### src/rtl/booth_mult_arbiter.sv
// Round-robin arbiter/sequencer sharing one 8x8 Booth multiplier among NUM_REQ
// requesters: accept one operand pair, pulse enable, wait for the result, return it.
module booth_mult_arbiter #(
    parameter int NUM_REQ        = 4,
    parameter int TIMEOUT_CYCLES = 63
) (
    input  logic                 clk_i,
    input  logic                 reset_ni,
    input  logic [NUM_REQ-1:0]   req_valid_i,
    output logic [NUM_REQ-1:0]   req_ready_o,
    input  logic [8*NUM_REQ-1:0] req_a_i,
    input  logic [8*NUM_REQ-1:0] req_b_i,
    output logic [NUM_REQ-1:0]   resp_valid_o,
    input  logic [NUM_REQ-1:0]   resp_ready_i,
    output logic [15:0]          resp_product_o,
    output logic                 resp_err_o,
    output logic                 busy_o,
    output logic                 mul_enable_o,
    output logic [7:0]           mul_multiplicand_o,
    output logic [7:0]           mul_multiplier_o,
    input  logic                 mul_data_valid_i,
    input  logic [15:0]          mul_product_i
);

    localparam int ID_W  = (NUM_REQ > 1) ? $clog2(NUM_REQ) : 1;
    localparam int CNT_W = $clog2(TIMEOUT_CYCLES + 1);

    typedef enum logic [1:0] {S_IDLE, S_ISSUE, S_WAIT, S_RESP} state_t;

    state_t           r_state;
    state_t           w_state_next;
    logic [ID_W-1:0]  r_ptr;
    logic [ID_W-1:0]  r_id;
    logic [ID_W-1:0]  w_grant_id;
    logic             w_grant_found;
    logic [CNT_W-1:0] r_cnt;
    logic [7:0]       r_a;
    logic [7:0]       r_b;
    logic [15:0]      r_product;
    logic             r_err;
    logic             w_timeout;
    int               w_idx;

    // First valid requester at or after r_ptr, wrapping modulo NUM_REQ.
    always_comb begin
        w_grant_found = 1'b0;
        w_grant_id    = '0;
        w_idx         = 0;
        for (int k = 0; k < NUM_REQ; k++) begin
            w_idx = int'(r_ptr) + k;
            if (w_idx >= NUM_REQ) w_idx = w_idx - NUM_REQ;
            if (!w_grant_found && req_valid_i[ID_W'(w_idx)]) begin
                w_grant_found = 1'b1;
                w_grant_id    = ID_W'(w_idx);
            end
        end
    end

    // Terminal count is one below the limit so RESP lands TIMEOUT_CYCLES+1 after ISSUE.
    assign w_timeout = (r_cnt == CNT_W'(TIMEOUT_CYCLES - 1));

    always_ff @(posedge clk_i or negedge reset_ni) begin
        if (!reset_ni) r_state <= S_IDLE;
        else           r_state <= w_state_next;
    end

    always_comb begin
        w_state_next = r_state;
        mul_enable_o = 1'b0;
        busy_o       = 1'b1;
        case (r_state)
            S_IDLE: begin
                busy_o = 1'b0;
                if (w_grant_found) w_state_next = S_ISSUE;
            end
            S_ISSUE: begin
                mul_enable_o = 1'b1;
                w_state_next = S_WAIT;
            end
            S_WAIT: begin
                if (mul_data_valid_i || w_timeout) w_state_next = S_RESP;
            end
            S_RESP: begin
                if (resp_ready_i[r_id]) w_state_next = S_IDLE;
            end
            default: w_state_next = S_IDLE;
        endcase
    end

    // Ready is gated by reset because the grant path is combinational from req_valid_i.
    always_comb begin
        req_ready_o  = '0;
        resp_valid_o = '0;
        if (reset_ni && r_state == S_IDLE && w_grant_found) req_ready_o[w_grant_id] = 1'b1;
        if (r_state == S_RESP) resp_valid_o[r_id] = 1'b1;
    end

    always_ff @(posedge clk_i or negedge reset_ni) begin
        if (!reset_ni) begin
            r_ptr     <= '0;
            r_id      <= '0;
            r_cnt     <= '0;
            r_a       <= '0;
            r_b       <= '0;
            r_product <= '0;
            r_err     <= 1'b0;
        end else begin
            case (r_state)
                S_IDLE: begin
                    if (w_grant_found) begin
                        r_id <= w_grant_id;
                        r_a  <= req_a_i[{w_grant_id, 3'b000} +: 8];
                        r_b  <= req_b_i[{w_grant_id, 3'b000} +: 8];
                    end
                end
                S_ISSUE: r_cnt <= '0;
                S_WAIT: begin
                    if (mul_data_valid_i) begin
                        r_product <= mul_product_i;
                        r_err     <= 1'b0;
                    end else if (w_timeout) begin
                        r_product <= '0;
                        r_err     <= 1'b1;
                    end else begin
                        r_cnt <= r_cnt + CNT_W'(1);
                    end
                end
                S_RESP: begin
                    if (resp_ready_i[r_id])
                        r_ptr <= (r_id == ID_W'(NUM_REQ - 1)) ? '0 : r_id + ID_W'(1);
                end
                default: ;
            endcase
        end
    end

    assign mul_multiplicand_o = r_a;
    assign mul_multiplier_o   = r_b;
    assign resp_product_o     = r_product;
    assign resp_err_o         = r_err;

endmodule

### config.mk
export PLATFORM = sky130hd
export DESIGN_NAME = booth_mult_arbiter
export DESIGN_NICKNAME = d
export VERILOG_FILES = /design/src/rtl/booth_mult_arbiter.sv
export SDC_FILE = /design/constraint.sdc
export NUM_CORES = 1
export LEC_CHECK = 0
export ABC_AREA = 1
export BUFFER_PORTS_ARGS = -buffer_cell sky130_fd_sc_hd__buf_2
export CELL_PAD_IN_SITES_DETAIL_PLACEMENT = 1
export CELL_PAD_IN_SITES_GLOBAL_PLACEMENT = 2
export CORE_MARGIN = 2
export CORE_UTILIZATION = 26
export DETAILED_ROUTE_END_ITERATION = 16
export GPL_TIMING_DRIVEN = 1
export PLACE_DENSITY_LB_ADDON = 0.12
export SLEW_MARGIN = 20
export SYNTH_ARGS = -nofsm -noshare
export SYNTH_HDL_FRONTEND = slang
export SYNTH_SLANG_ARGS = --single-unit
### constraint.sdc
create_clock -name clk_i -period 5.8 [get_ports clk_i]
set_input_delay 1.16 -clock clk_i [delete_from_list [all_inputs] [get_ports clk_i]]
set_output_delay 1.16 -clock clk_i [all_outputs]
set_load 0.01 [all_outputs]
# Word-level counts from Yosys, hierarchy flattened

Cells that the tools add are included.

Output and inout port bits: 43
Register bits after elaboration: 45
Input bits: 91
Word-level logic and storage cells: 106

Reductions and logical operators: 19
Order comparisons: 12
Eq/ne operators: 10
Shift operators: 2
Mux-type cells: 46
Add/subtract/negate cells: 9

Operators with widths:

| operator                                                          | count |
|---|---|
| variable part select 32 x 6 -> 8 bit                              | 2 |
| 2-to-1 mux 16 bit                                                 | 2 |
| 2-to-1 mux 2 bit                                                  | 12 |
| 2-to-1 mux 1 bit                                                  | 19 |
| less-than comparator 2 x 4 -> 1 bit, second input constant        | 4 |
| 2-to-1 mux 6 bit                                                  | 2 |
| case mux 6 bit (2 select lines)                                   | 1 |
| binary-select mux 1 bit (select 2 bit)                            | 5 |
| greater-or-equal comparator 3 bit, second input constant          | 3 |
| 2-to-1 mux 4 bit                                                  | 2 |
| != test 2 bit, second input constant                              | 4 |
| case mux 2 bit (4 select lines)                                   | 1 |
| subtractor 2 x 1 -> 2 bit, second input constant                  | 4 |
| logical AND 1 bit                                                 | 7 |
| adder 2 x 2 -> 3 bit, second input constant                       | 2 |
| adder 6 x 1 -> 6 bit, second input constant                       | 1 |
| == test 2 bit, second input constant                              | 3 |
| == test 6 bit, second input constant                              | 1 |
| less-than comparator 2 x 3 -> 1 bit, second input constant        | 2 |
| AND reduction 2 bit                                               | 3 |
| AND reduction 3 bit                                               | 2 |
| demux 1 bit (select 2 bit)                                        | 2 |
| greater-or-equal comparator 2 x 1 -> 1 bit, second input constant | 2 |
| nonzero test 2 bit                                                | 2 |
| other kinds (8)                                                   | 10 |

# Logic depth before layout (Yosys ltp)

Gate-level depths: netlist of the first run.

Depth in word-level cells: 20
Depth in mapped cells: 16
Gate-level depth less buffers: 15

# Worst setup path before layout of the first run

No wires, ideal clock.

Path type: input to output
From: input req_valid_i[3]
To: output req_ready_o[2]
Stages: 12
Data required time: 4640 ps
Data arrival time: 2407 ps
Path buffers: 1
Path slack: 2233 ps
Cell sequence: inv_1 -> nand2_1 -> nand3_1 -> nand2_2 -> nor2_4 -> nand2_2 -> nand2_1 -> inv_2 -> nor2_4 -> nor2_8 -> buf_6 -> nor3_1

Cells in the longest elaborated chain, start to end: 18
Elaborated cells between the ends (all ways): 33
Those cells by class: order compare: 2; mux: 23; reduce/logical: 8

RTL lines:

| element                                                                                                                        | line | source |
|---|---|---|
| start: declaration                                                                                                             | 9    | `input logic [NUM_REQ-1:0] req_valid_i,` |
| binary-select mux 1 bit (select 2 bit)                                                                                         | 52   | `if (!w_grant_found && req_valid_i[ID_W'(w_idx)]) begin` |
| 2-to-1 mux 1 bit (implied by the code) (2 in series)                                                                           | 52   |  |
| 2-to-1 mux 1 bit                                                                                                               | 52   |  |
| zero test 1 bit                                                                                                                | 52   |  |
| logical AND 1 bit                                                                                                              | 52   |  |
| 2-to-1 mux 1 bit                                                                                                               | 52   |  |
| zero test 1 bit                                                                                                                | 52   |  |
| logical AND 1 bit                                                                                                              | 52   |  |
| 2-to-1 mux 1 bit                                                                                                               | 52   |  |
| zero test 1 bit                                                                                                                | 52   |  |
| logical AND 1 bit                                                                                                              | 52   |  |
| 2-to-1 mux 2 bit                                                                                                               | 52   |  |
| less-than comparator 2 x 3 -> 1 bit (implied by the code) / greater-or-equal comparator 2 x 1 -> 1 bit (equally long branches) | 94   | `if (reset_ni && r_state == S_IDLE && w_grant_found) req_ready_o[w_grant_id] = 1'b1;` |
| logical AND 1 bit (implied by the code)                                                                                        | 94   |  |
| 2-to-1 mux 1 bit (implied by the code)                                                                                         | 94   |  |
| demux 1 bit (select 2 bit)                                                                                                     | 94   |  |
| 2-to-1 mux 4 bit (*)                                                                                                           | 94   |  |
| end: declaration                                                                                                               | 10   | `output logic [NUM_REQ-1:0] req_ready_o,` |

Mark *: on every way between the ends. The rest lies on a longest branch, timed or not. The select of a mux whose other input is x is not followed.

# Worst setup path after layout of the first run

From: input req_valid_i[1]
To: output req_ready_o[3]

Same word-level chain as after synthesis.

==> results of run 1 <==
-- path summary, 6_finish.rpt --
kind | start | cells after the start | slack (ns) | endpoint
worst max-delay path | req_valid_i[1] | 11 | 1.35 | req_ready_o[3]
worst min-delay path | mul_multiplicand_o[6] | 2 | 0.48 | mul_multiplicand_o[6]
worst max register to register | r_ptr[0] | 15 | 3.06 | mul_multiplier_o[1]
worst min register to register | mul_multiplicand_o[6] | 2 | 0.48 | mul_multiplicand_o[6]
max in group asynchronous | reset_ni | 2 | 4.41 | resp_product_o[13]
min in group asynchronous | reset_ni | 2 | 0.97 | r_ptr[1]
-- where the power goes --
group | internal (mW) | switching (mW)
Sequential | 0.455 | 0.0988
Combinational | 0.536 | 1.08
Clock | 0.200 | 0.117
-- state kept, by name, summed over array words and instances (netlist names) --
signal              cells
mul_multiplicand_o      8
mul_multiplier_o        8
r_cnt                   6
r_id                    2
r_ptr                   2
r_state                 2
resp_err_o              1
resp_product_o         16
-- worst reg2reg max path: cells and delay by family (launching register included) --
family / cells / cell delay [ns]
flops: 1 / 0.56
simple gates: 14 / 1.92
buf+inv: 1 / 0.16
-- through the flow --
step,power [mW],cells
3_5_place_dp,2.216,686
6_report,2.487,693
5_1_grt,2.800,693
2_1_floorplan,1.805,424
3_3_place_gp,2.202,686
4_1_cts,2.556,693
-- cells in the final DEF (no fill, tap or decap), types with 2 or more instances in the layout --
cell type / synthesis / layout
sky130_fd_sc_hd__buf_4: 2 / 3
sky130_fd_sc_hd__nand4_1: 2 / 2
sky130_fd_sc_hd__nor2_4: 4 / 4
sky130_fd_sc_hd__nor3b_1: 2 / 2
sky130_fd_sc_hd__nand2_1: 214 / 214
sky130_fd_sc_hd__nor3_1: 5 / 5
sky130_fd_sc_hd__a21oi_1: 4 / 4
sky130_fd_sc_hd__clkbuf_16: 0 / 5
sky130_fd_sc_hd__inv_2: 6 / 6
sky130_fd_sc_hd__dfrtp_1: 45 / 45
sky130_fd_sc_hd__o21ai_0: 8 / 8
sky130_fd_sc_hd__o21ai_1: 3 / 3
sky130_fd_sc_hd__inv_1: 23 / 23
sky130_fd_sc_hd__ha_1: 11 / 11
sky130_fd_sc_hd__nor2_1: 10 / 10
sky130_fd_sc_hd__nand2_2: 5 / 5
sky130_fd_sc_hd__buf_2: 7 / 133
sky130_fd_sc_hd__nand3_1: 41 / 41
sky130_fd_sc_hd__a22o_1: 16 / 16
-- layer usage --
layer	vias to the layer above	wire, microns
li1	1592	-
met1	1457	4450
met2	70	4699
met3	11	452
met4	0	133
met5	-	0
-- cell type report --
cell class / instances / area, sq um
inverter: 29 / 108.9
multi-input combinational: 333 / 1615
tap: 143 / 178.9
sequential: 45 / 1126
clock buffer: 5 / 125.1
timing repair buffer: 136 / 688.2
clock inverter: 2 / 35.03
fill: 1481 / 7395
-- cells by family after synthesis --
group,after synthesis
AND/OR/NAND/NOR,285
buffers and inverters,46
flip-flops,45
AO/OA/AOI/OAI,36
adder cells (fa/ha/maj),11
XOR/XNOR,1
==> results summary, run 1 <==
The flow ran to the end, and the final reports show no timing, DRC or antenna violations. The met2 demand-to-capacity share in global routing is 0.2773. TritonCTS built the clock tree. Of the cells placed in the final design, the portion with a size suffix greater than 1 is 0.2927. Measured along the y axis, the die boundary spans 110.8 microns. The Yosys step of the flow raised 0 warnings. The tightest hold path in the finished design has a slack of 0.4825 ns. The kind of cell with the highest combined delay on the critical path is simple AND/OR/NAND/NOR gates. The met3 global-route usage is 0.03226. The static leakage is about 2.3 nW. The clock sink count is 45.

The initial antenna violation count was 0. STA classifies the critical path startpoint as a primary input. Dividing the detail-routed via count by the number of cells gives between 4 and 5. The worst setup slack before clock tree synthesis came out at around 1.3 ns. The slowest stage of the critical path belongs to the cell sky130_fd_sc_hd__nand2_2. The clock-pin slew reported for the worst setup and hold paths after clock tree synthesis is approximately 0.060 ns. CTS placed an instance of sky130_fd_sc_hd__clkbuf_16 at the clock tree root. The quantity of hold-fixing buffers added after cts is 0. For this run, design rule violations remaining after detail routing come to 0. The number of core rows is 39.

Ranked by instance count, the synthesized netlist is headed by sky130_fd_sc_hd__nand2_1 (214), sky130_fd_sc_hd__dfrtp_1 (45), sky130_fd_sc_hd__nand3_1 (41), sky130_fd_sc_hd__inv_1 (23), sky130_fd_sc_hd__a22o_1 (16). The source-to-sink clock delay at the later pin of the worst-skew pair came out at around 0.28 ns. The full die area came out at 0.01229 sq mm. At the end of routability-driven placement, the weighted congestion stood at ~0.79. The required time of the critical path came out at roughly 4.6 ns.

The layer with the highest usage is met2. The arithmetic-cell share of the synthesized area counting full adders, half adders and majority gates is 0.04637. The xor and xnor fraction of the mapped netlist area is 0.002951. The summed area of non-filler cells in the final layout came out at between 0.003 and 0.004 sq mm. The sum of net half-perimeters after detailed placement came out at 7390 microns.

By area, the combinational part of the netlist is dominated by simple AND/OR/NAND/NOR gates. The relative max-transition margin is 0.5828. For this run, the slowest stage of the critical path takes ~0.48 ns. The post-route clock skew came out at ~0.0054 ns. The synthesized-area fraction occupied by and/or/nand/nor cells came out at 0.4064. The first routing iteration left 131 violations.

The diode insertion count for antenna repair came out at 0. Traced cell by cell, the critical path runs through buf_2 -> inv_1 -> nand2_1 -> nand3_1 -> nand2_2 -> nor2_4 -> nand3_1 -> nand2_2 -> nand2_4 -> nor3_1 -> buf_2. The net count after synthesis came out at 526. The core occupancy in the finished layout came out at 0.3440. VDD sags by at most 0.2462 mV. In this run the mean area of a mapped cell was 7.000 sq um. The routed length per instance came out at approximately 14 microns. During I/O placement, the number of pins put on the boundary was about 130. The critical path is of the primary input to output pin type. The endpoint kind of the worst setup timing path is an output pin.

Across every metal layer, demand over resource in global routing totals 0.1623. The H-tree was split into 2 levels. The portion of synthesized area spent on multiplexers is 0.

The classification of the worst-slack hold path is register to register. The area growth from synthesis to layout is 30.65%. In the post-synthesis netlist, the biggest area contributors are sky130_fd_sc_hd__dfrtp_1 (38%), sky130_fd_sc_hd__nand2_1 (27%), sky130_fd_sc_hd__nand3_1 (6.9%).

The synthesized-area fraction occupied by ao, oa, aoi and oai cells was 0.08853. The first global-routing pass estimated around 16,000 microns of wire. The hold violation total from the final report was 0. The sum of routed wire length over all layers is 9736 microns. Setup repair after global routing left no endpoint under its margin. The time the final worst path needs with I/O delays and setup is approximately 4.4 ns. Synthesis inferred 45 register bits.

The count of port buffers added during placement is approximately 130. The via count came out at about 3,100. Timing would allow up to between 200 and 250 MHz. The final max-slew violation count came out at 0. The number of setup violations in the final report is 0. After floorplanning, the core was sized to cover 0.01127 sq mm. The number of nets in the finished design came out at about 650.

The fraction of synthesis flops using an asynchronous set or reset pin came out at 1.000. Yosys mapped a number of flops with a built-in enable equal to 0. The highest fanout seen on the critical path is 36. The detailed-routing iteration count for the pre-antenna-repair pass is 4.

The maximum buffer depth of the clock tree is 2. The area after detailed placement came out at 0.003717 sq mm. The total negative slack for setup checks is 0 ns. The die is approximately 110 microns wide.

Of the available clock period, the critical path in the final layout requires 0.7666. The number of standard cells after synthesis came out at approximately 420. In the global route stage, met1 resource usage came out at 0.2130. The share of synthesized area in the top cell type comes to 0.3794. The worst path arrival time came out at 3.29 ns. The count of buffer and inverter cells on the critical path came out at 3. The max-cap violation count is 0. The pin count of the biggest net entering global routing is 47. The share of the yosys chip area belonging to registers is 0.3794.

The number of post-CTS setup repair buffers is 0. The number of cells upsized or downsized after cts is 0. The commonest register cell after synthesis is sky130_fd_sc_hd__dfrtp_1. Summed over all layers, the global routing overflow is 0.

sky130_fd_sc_hd__dfrtp_1 takes more of the synthesized area than any other cell. Setup slack on the critical path of the routed design comes to roughly 1.4 ns. Dividing total power by cell area gives a power density of ~640 mW/mm^2.

For this configuration, the core starts out at a cell density of 0.2633. The count of distinct cell types in the synthesized netlist is 28. The cell with the most instances after synthesis is sky130_fd_sc_hd__nand2_1. The synthesized area is roughly 0.003 sq mm. The count of nets left with antenna violations once routing finished came out at 0.

The slew at the pin closest to its max-slew limit came out at ~0.62 ns. The CTS buffer count came out at 5. The number of global-route vias before repair is ~3,300.
Note: power is estimated with default switching activity, not from simulation.
==> run 2, diff against run 1 <==
--- a/config.mk
+++ b/config.mk
@@ -10,7 +10,7 @@
 export CELL_PAD_IN_SITES_DETAIL_PLACEMENT = 1
 export CELL_PAD_IN_SITES_GLOBAL_PLACEMENT = 2
 export CORE_MARGIN = 2
-export CORE_UTILIZATION = 26
+export CORE_UTILIZATION = 22
 export DETAILED_ROUTE_END_ITERATION = 16
 export GPL_TIMING_DRIVEN = 1
 export PLACE_DENSITY_LB_ADDON = 0.12
==> constraint.sdc (replaced) <==
create_clock -name clk_i -period 3.91 [get_ports clk_i]
set_input_delay 0.782 -clock clk_i [delete_from_list [all_inputs] [get_ports clk_i]]
set_output_delay 0.782 -clock clk_i [all_outputs]
set_load 0.01 [all_outputs]
==> run 2 against run 1 <==
Design area up 1.7%. Power up 51%. Core utilization down 4.5 points. First-iteration DRC count down 1.5%. Worst hold slack worse by 0.0094 ns.
==> results summary, run 2 (synthesis results as in run 1) <==
The flow ran to the end, and the final reports show no timing, DRC or antenna violations. The flip-flop count of the largest register after layout is 16. The area of the placeable core is between 0.01 and 0.015 sq mm.

Including well taps, the total number of placed cells is 720. The kind of cell with the highest combined delay along the critical path is simple AND/OR/NAND/NOR gates. The clock tree from TritonCTS is done. The relative area change from synthesis to final layout is 32.93%.

The max-cap violation count is 0. The highest fanout seen on the critical path is 17. After the flow finishes, the layout carries non-filler instances totaling around 730. The maximum buffer depth of the clock tree is 2. The y dimension of the die came out at 120.1 microns. The power per unit of standard cell area is 951.0 mW/mm^2. The classification of the worst-slack hold path is register to register. met2 is the most crowded layer.

The slowest stage of the critical path is the sky130_fd_sc_hd__dfrtp_1 cell. The total negative slack for setup checks is 0 ns. The initial core utilization came out at 0.2250. The number of global-route vias before repair is 3,461.

The post-route clock skew came out at around 0.0047 ns. The met2 demand-to-capacity share in global routing is 0.2667. The CTS buffer count came out at 5. After layout, the minimum clock period comes to between 3 and 4 ns. The number of setup violations in the final report came out at 0.

The worst setup path is captured at an output pin. Before CTS, the worst setup slack after placement is about 0.64 ns. The routed length per instance came out at between 10 and 15 microns.

The die covers between 0.01 and 0.015 sq mm. The critical path's largest stage delay came out at roughly 0.57 ns. The required time of the critical path came out at about 3.1 ns. The library cell used most frequently in the layout, excluding fill and tap cells, is sky130_fd_sc_hd__nand2_1.

Data arrives at the worst endpoint at 2.60 ns. Port buffering added about 130 buffers. The clock sink count came out at 45. The slew at the pin closest to its max-slew limit came out at between 0.6 and 0.7 ns.

The maximum clock rate came out at between 200 and 300 MHz. The via count is 3,143. The pin count of the biggest net entering global routing came out at between 40 and 50. The detailed-routing iteration count for the pre-antenna-repair pass is 4.

The remaining global-route overflow is 0. The number of core rows is 42. Once layout is complete, the utilization of the core stands at 0.2991. The static leakage came out at about 2.3 nW.

Setup repair after global routing left no endpoint under its margin. Traced cell by cell, the critical path runs through inv_2 -> nand2_1 -> nand3_1 -> nand2_1 -> inv_1 -> nand2_2 -> nor2_1 -> inv_2 -> nand2_1 -> inv_2 -> nand2_1 -> nor3_1 -> buf_2. The clock-pin slew reported for the worst setup and hold paths after clock tree synthesis came out at approximately 0.06 ns. The worst setup path is launched from a register. The source-to-sink clock delay at the later pin of the worst-skew pair is around 0.29 ns. In the final layout, the share of cells above drive strength 1 is 0.2953.

134 I/O pins were placed. CTS built an H-tree with a depth of 2. The least setup slack across all paths after layout is between 0.5 and 0.6 ns.

Together, buffers and inverters on the worst path number 5. The summed area of non-filler cells in the final layout came out at approximately 0.0039 sq mm. The slack of the worst reg-to-reg path came out at ~1.6 ns.

Summing all placed instances gives a cell area of approximately 0.0038 sq mm. The average vias per placed instance came out at approximately 4.3. The number of post-CTS setup repair buffers is 0. The relative max-transition margin is 0.5909. The die extent in x came out at between 100 and 150 microns. The hold violation total from the final report came out at 0.

The met3 global-route usage is 0.03755. The number of cells upsized or downsized after cts is 0. The maximum vdd drop came out at 0.3119 mV. The cell at the root of the clock tree is sky130_fd_sc_hd__clkbuf_16.

The placer's final routability congestion estimate is around 0.75. The startpoint-to-endpoint class of the critical path is register to output pin. The total routing usage reported by global routing is 0.1464. The initial antenna violation count is 1. The final max-slew violation count came out at 0. The count of antenna-violating nets left after detailed routing is 0. The sum of routed wire length over all layers came out at just over 10,000 microns.

The wire length of the first global-routing pass is between 15,000 and 20,000 microns. The residual DRC count came out at 0. The quantity of hold-fixing buffers added after cts is 0. In the layout the commonest cells are sky130_fd_sc_hd__nand2_1 (214), sky130_fd_sc_hd__buf_2 (133), sky130_fd_sc_hd__dfrtp_1 (45). Dividing the final minimum period by the clock period gives 0.8654. The met1 global-route usage came out at 0.1747. The net count of the finished layout is between 600 and 700. The cell occurring most often along the worst timing path is sky130_fd_sc_hd__nand2_1. The sum of net half-perimeters after detailed placement came out at around 7900 microns. The starting DRC count in detailed routing is ~130.
==> run 2: worst paths after layout <==
| check | from | end | cells past startpoint |
|---|---|---|---|
| setup / recovery | r_ptr[0] | req_ready_o[3] | 13 |
| hold / removal | mul_multiplier_o[6] | mul_multiplier_o[6] | 2 |
| setup reg to reg | r_ptr[0] | mul_multiplicand_o[6] | 15 |
| hold reg to reg | mul_multiplier_o[6] | mul_multiplier_o[6] | 2 |
| max in group asynchronous | reset_ni | r_cnt[0] | 2 |
| min in group asynchronous | reset_ni | r_ptr[0] | 2 |
==> run 2: area by class of cell <==
type	instances	area, sq um
antenna	1	2.502
clock buffer	6	138.9
clock inverter	2	37.54
fill	1694	9245
inverter	29	108.9
multi-input combinational	333	1615
sequential	45	1126
tap	176	220.2
timing repair buffer	137	695.7
==> run 2: stage by stage <==
| step | total power [mW] | hold WS, ns |
|---|---|---|
| 5_1_grt | 4.233 | 0.4930 |
| 4_1_cts | 3.859 | 0.4808 |
| 2_1_floorplan | 2.678 | 0.4864 |
| 3_3_place_gp | 3.303 | 0.4571 |
| 3_5_place_dp | 3.334 | 0.4641 |
| 6_report | 3.752 | 0.4731 |
==> run 2: worst min-delay path, stage by stage (launching register included) <==
cell,delay [ns]
sky130_fd_sc_hd__dfrtp_1,0.34
sky130_fd_sc_hd__nand2_1,0.05
sky130_fd_sc_hd__nand2_1,0.05
==> run 2: power by group <==
part           internal, mW  switching (mW)
clock network         0.319           0.179
registers             0.676           0.149
logic                 0.809            1.62
total                  1.80            1.95
==> run 2: layer usage <==
layer,up-vias,share of wire
met5,-,0
met4,0,0.0052
met3,6,0.058
met2,69,0.50
met1,1468,0.44
li1,1600,-
